## src/rtl/j_pwmseq.sv

```systemverilog
// DAC PWM sequencer: buffers one offset-binary sample, runs the prescaled
// 8-bit phase counter, and presents phase/compare/stop to the pulse stage.
module j_pwmseq #(
    parameter int DIV_W = 4
) (
    input  logic             clk,
    input  logic             resetl,
    input  logic             enable,
    input  logic [DIV_W-1:0] div,
    input  logic [15:0]      sdata,
    input  logic             svalid,
    output logic             sready,
    input  logic             clr_underrun,
    output logic [7:0]       a,
    output logic [6:0]       b,
    output logic             stop,
    output logic             underrun
);

    logic [DIV_W-1:0] pcnt_reg, pcnt_next;
    logic [7:0]       a_reg, a_next;
    logic [6:0]       b_reg, b_next;
    logic [6:0]       hold_reg, hold_next;
    logic             hold_full_reg, hold_full_next;
    logic             sready_reg, sready_next;
    logic             stop_reg, stop_next;
    logic             underrun_reg, underrun_next;
    logic             tick, boundary, transfer;

    // '>=' rather than '==' so that lowering div mid-count never forces a full wrap.
    assign tick     = enable && (pcnt_reg >= div);
    assign boundary = tick && (a_reg == 8'hFF);
    assign transfer = svalid && sready_reg;

    always_comb begin
        pcnt_next      = pcnt_reg;
        a_next         = a_reg;
        b_next         = b_reg;
        hold_next      = hold_reg;
        hold_full_next = hold_full_reg;
        underrun_next  = underrun_reg;

        if (!enable) begin
            pcnt_next = '0;
            a_next    = 8'h00;
        end else if (tick) begin
            pcnt_next = '0;
            a_next    = a_reg + 8'd1;
        end else begin
            pcnt_next = pcnt_reg + 1'b1;
        end

        // Transfer and boundary load are mutually exclusive: sready is low while full.
        if (transfer) begin
            hold_next      = {~sdata[15], sdata[14:9]};
            hold_full_next = 1'b1;
        end

        if (clr_underrun) begin
            underrun_next = 1'b0;
        end

        if (boundary) begin
            if (hold_full_reg) begin
                b_next         = hold_reg;
                hold_full_next = 1'b0;
            end else begin
                underrun_next  = 1'b1;
            end
        end

        stop_next   = a_next[7] | ~enable;
        sready_next = ~hold_full_next;
    end

    always_ff @(posedge clk or negedge resetl) begin
        if (!resetl) begin
            pcnt_reg      <= '0;
            a_reg         <= 8'h00;
            b_reg         <= 7'h40;
            hold_reg      <= 7'h00;
            hold_full_reg <= 1'b0;
            sready_reg    <= 1'b1;
            stop_reg      <= 1'b1;
            underrun_reg  <= 1'b0;
        end else begin
            pcnt_reg      <= pcnt_next;
            a_reg         <= a_next;
            b_reg         <= b_next;
            hold_reg      <= hold_next;
            hold_full_reg <= hold_full_next;
            sready_reg    <= sready_next;
            stop_reg      <= stop_next;
            underrun_reg  <= underrun_next;
        end
    end

    assign a        = a_reg;
    assign b        = b_reg;
    assign stop     = stop_reg;
    assign sready   = sready_reg;
    assign underrun = underrun_reg;

endmodule
```

## config.mk

```make
export PLATFORM = sky130hd
export DESIGN_NAME = j_pwmseq
export DESIGN_NICKNAME = d
export VERILOG_FILES = /design/src/rtl/j_pwmseq.sv
export SDC_FILE = /design/constraint.sdc
export NUM_CORES = 1
export LEC_CHECK = 0
export ABC_CLOCK_PERIOD_IN_PS = 3100
export CAP_MARGIN = 20
export CELL_PAD_IN_SITES_DETAIL_PLACEMENT = 0
export CELL_PAD_IN_SITES_GLOBAL_PLACEMENT = 1
export CORE_UTILIZATION = 40
export CTS_BUF_LIST = sky130_fd_sc_hd__clkbuf_2
export DETAILED_ROUTE_END_ITERATION = 8
export PLACE_DENSITY_LB_ADDON = 0.3
export SLEW_MARGIN = 20
export SYNTH_ARGS = -nofsm -noshare
export SYNTH_HDL_FRONTEND = slang
export SYNTH_SLANG_ARGS = --single-unit
export TNS_END_PERCENT = 100
```

## constraint.sdc

```tcl
create_clock -name clk -period 3.1 [get_ports clk]
set_input_delay 0.62 -clock clk [delete_from_list [all_inputs] [get_ports clk]]
set_output_delay 0.62 -clock clk [all_outputs]
set_load 0.02 [all_outputs]
```

==> impl_metrics.csv <==
group,metric,value,unit
clocking,cts.sinks,30,
placement,dp.cells,189,
sta,rsz0062_at_grt,"no",
job,maxCapViolCount,0,
sta,maxSlewHeadroom,72.5,%
power,p_leak,0.847,nW
detailed_routing,drcViolationCount,0,
layout,multi_input_area,597,sq um
sta,finalClockSkew,0.00226,ns
clocking,post_cts_buffers,0,
clocking,root_buffer,"clkbuf_2",
clocking,cts_resized,0,
layout,final_cell_mix,"clkdlybuf4s50_1 (33), dfrtp_1 (27), mux2_2 (13)",
die,rows,21,
synth,synth_nets,142,
clocking,ctsHtreeMaxLevel,2,
clocking,cts.path.max_buffers,2,
sta,period_share,81.5,%
die,core_area,0.00334,sq mm
setup_path,crit_arrival,2.78,ns
sta,hold_viol,0,
synth,synthCells,111,
synth,synth_cell_types,34,
global_route,antenna_found_initial,0,
die,die_h,60.9,microns
synth,synth.cell_area,0.00139,sq mm
layout,fin_cells,197,
die,io_pins,43,
synth,avgSynthCellArea,12.5,sq um
clocking,clk_latency,0.35,ns
detailed_routing,dr.pass1.iters,4,
placement,gp_congestion,0.727,
global_route,grt_max_degree,31,
detailed_routing,drtIter0Drc,23,
setup_path,critPathMaxFanout,9,
placement,portBuffers,33,
synth,seq_area_frac_synth,54.3,%
detailed_routing,antenna_left,0,
placement,post_dp_cell_area,0.00177,sq mm
clocking,ctsHoldBuffers,0,
sta,worst_pin_slew,0.413,ns
sta,fmax,396,MHz
setup_path,critical_path_class,"input pin to flip-flop",
power,max-vdd-ir-drop,0.237,mV
global_route,grt_usage,16.2,%
status,status,"complete, no violations",
global_route,grt_first_pass_wirelength,4.24,mm
layout,register_area,754,sq um
layout,nets,181,
die,die-area,0.00371,sq mm
sta,maxSlewViolCount,0,
sta,finalSetupTns,0,ns
detailed_routing,wl,2.43,mm
die,chipWidth,60.9,microns
layout,n_fill_cell,311,
die,initial_utilization,41.6,%
synth,yosysWarningCount,0,
detailed_routing,wl_per_cell,12.3,microns
clocking,cts_tree,"built",
hold_path,hp-class,"flip-flop to flip-flop",
layout,synthToLayoutAreaGrowth,30.5,%
setup_path,setup.worst_path.start_class,"input pin",
clocking,numCtsBuffers,5,
clocking,cts.reportedPaths.clkPinSlew,0.14,ns
power,power.density,383,mW/mm^2
placement,dp_hpwl,1.78,mm
sta,finalSetupViolCount,0,
detailed_routing,vias_per_cell,4.83,
layout,final_common_cell,"clkdlybuf4s50_1",
sta,finalCriticalPeriod,2.53,ns
layout,largest_reg_flops,8,
layout,final_area,0.00181,sq mm
setup_path,endpoint_kind,"flip-flop",
detailed_routing,dr_total_vias,951,
synth,synth-seq-cells,30,
global_route,grt_pass1_vias,954,
global_route,grt-ovfl-total,0,
layout,drive_gt1_share,20.5,%
layout,n_antenna_cell,0,
setup_path,worst_ep_required_time,3.36,ns
-- report_power, final --
| group | leakage [nW] | total, mW | switching [mW] | internal (mW) |
|---|---|---|---|---|
| Sequential | 0.393 | 0.415 | 0.0106 | 0.404 |
| Combinational | 0.424 | 0.0959 | 0.0438 | 0.0521 |
| Clock | 0.0304 | 0.184 | 0.128 | 0.0554 |
| Total | 0.847 | 0.695 | 0.183 | 0.512 |
-- critical path, cell delays in order --
cell             delay [ns]
clkdlybuf4s50_1        0.41
ha_1                   0.28
nand2b_1               0.17
a2111oi_4              0.48
nor2_1                 0.16
nand4_2                0.27
mux2_2                 0.37
-- per-layer routing --
layer	share of wire, %	routed length [microns]	vias up	GRT usage (%)
li1	-	-	459	-
met1	47	1150	462	19.6
met2	45	1100	25	26.2
met3	5.6	135	5	5.97
met4	1.6	39	0	6.82
met5	0	0	-	0
-- synthesized netlist by cell type, drive strengths merged --
cell type | n | area (sq um)
a21boi | 4 | 30.0
inv | 5 | 18.8
clkbuf | 2 | 7.51
nand2b | 2 | 12.5
nand3 | 3 | 15.0
nand4 | 1 | 12.5
xor2 | 4 | 35.0
a41o | 1 | 10.0
nor4 | 1 | 12.5
mux2 | 14 | 158
and3 | 2 | 13.8
xnor2 | 2 | 17.5
or2 | 1 | 6.26
mux2i | 1 | 10.0
nor3 | 1 | 5.00
nand2 | 8 | 30.0
o21a | 1 | 8.76
or3 | 1 | 6.26
o21ai | 3 | 15.0
dfrtp | 27 | 676
and2 | 5 | 31.3
a2111oi | 1 | 27.5
nor2b | 1 | 6.26
o31ai | 1 | 7.51
nor2 | 5 | 21.3
or4 | 1 | 7.51
dfstp | 3 | 78.8
nor3b | 3 | 22.5
buf | 1 | 11.3
ha | 6 | 75.1
-- worst paths after layout --
check / start / end / slack, ns / cells past startpoint
setup / recovery: div[0] / b[1]$_DFFE_PN0P_ / 0.57 / 7
hold / removal: hold_reg[6]$_DFFE_PN0P_ / hold_reg[6]$_DFFE_PN0P_ / 0.50 / 2
setup reg to reg: pcnt_reg[0]$_DFF_PN0_ / b[1]$_DFFE_PN0P_ / 0.80 / 7
hold reg to reg: hold_reg[6]$_DFFE_PN0P_ / hold_reg[6]$_DFFE_PN0P_ / 0.50 / 2
max in group asynchronous: resetl / sready$_DFF_PN1_ / 2.15 / 2
min in group asynchronous: resetl / a[6]$_DFFE_PN0P_ / 0.63 / 2
-- final cells by class --
class	count	area share [%]
clock buffer	6	1.66
clock inverter	2	0.483
inverter	5	1.04
multi-input combinational	73	32.9
sequential	30	41.6
tap	46	3.18
timing repair buffer	35	19.1
-- stage by stage --
| step | power (mW) | worst slack, ns | hold WS, ns | util (%) |
|---|---|---|---|---|
| 4_1_cts | 0.709 | 0.582 | 0.505 | 54.3 |
| 2_1_floorplan | 0.476 | 0.836 | 0.324 | - |
| 5_1_grt | 0.736 | 0.469 | 0.537 | 54.3 |
| 3_5_place_dp | 0.521 | 0.163 | 0.473 | 53.1 |
| 6_report | 0.695 | 0.574 | 0.502 | 54.3 |
| 3_3_place_gp | 0.517 | 0.212 | 0.464 | 53.1 |
-- kinds of logic after synthesis --
| group | Yosys count | share of synthesized area, % |
|---|---|---|
| AO/OA/AOI/OAI | 11 | 7.12 |
| buffers and inverters | 8 | 2.70 |
| adder cells (fa/ha/maj) | 6 | 5.41 |
| XOR/XNOR | 6 | 3.78 |
| flip-flops | 30 | 54.3 |
| AND/OR/NAND/NOR | 35 | 14.6 |
| multiplexers | 15 | 12.1 |
Note: power is estimated with default switching activity, not from simulation.
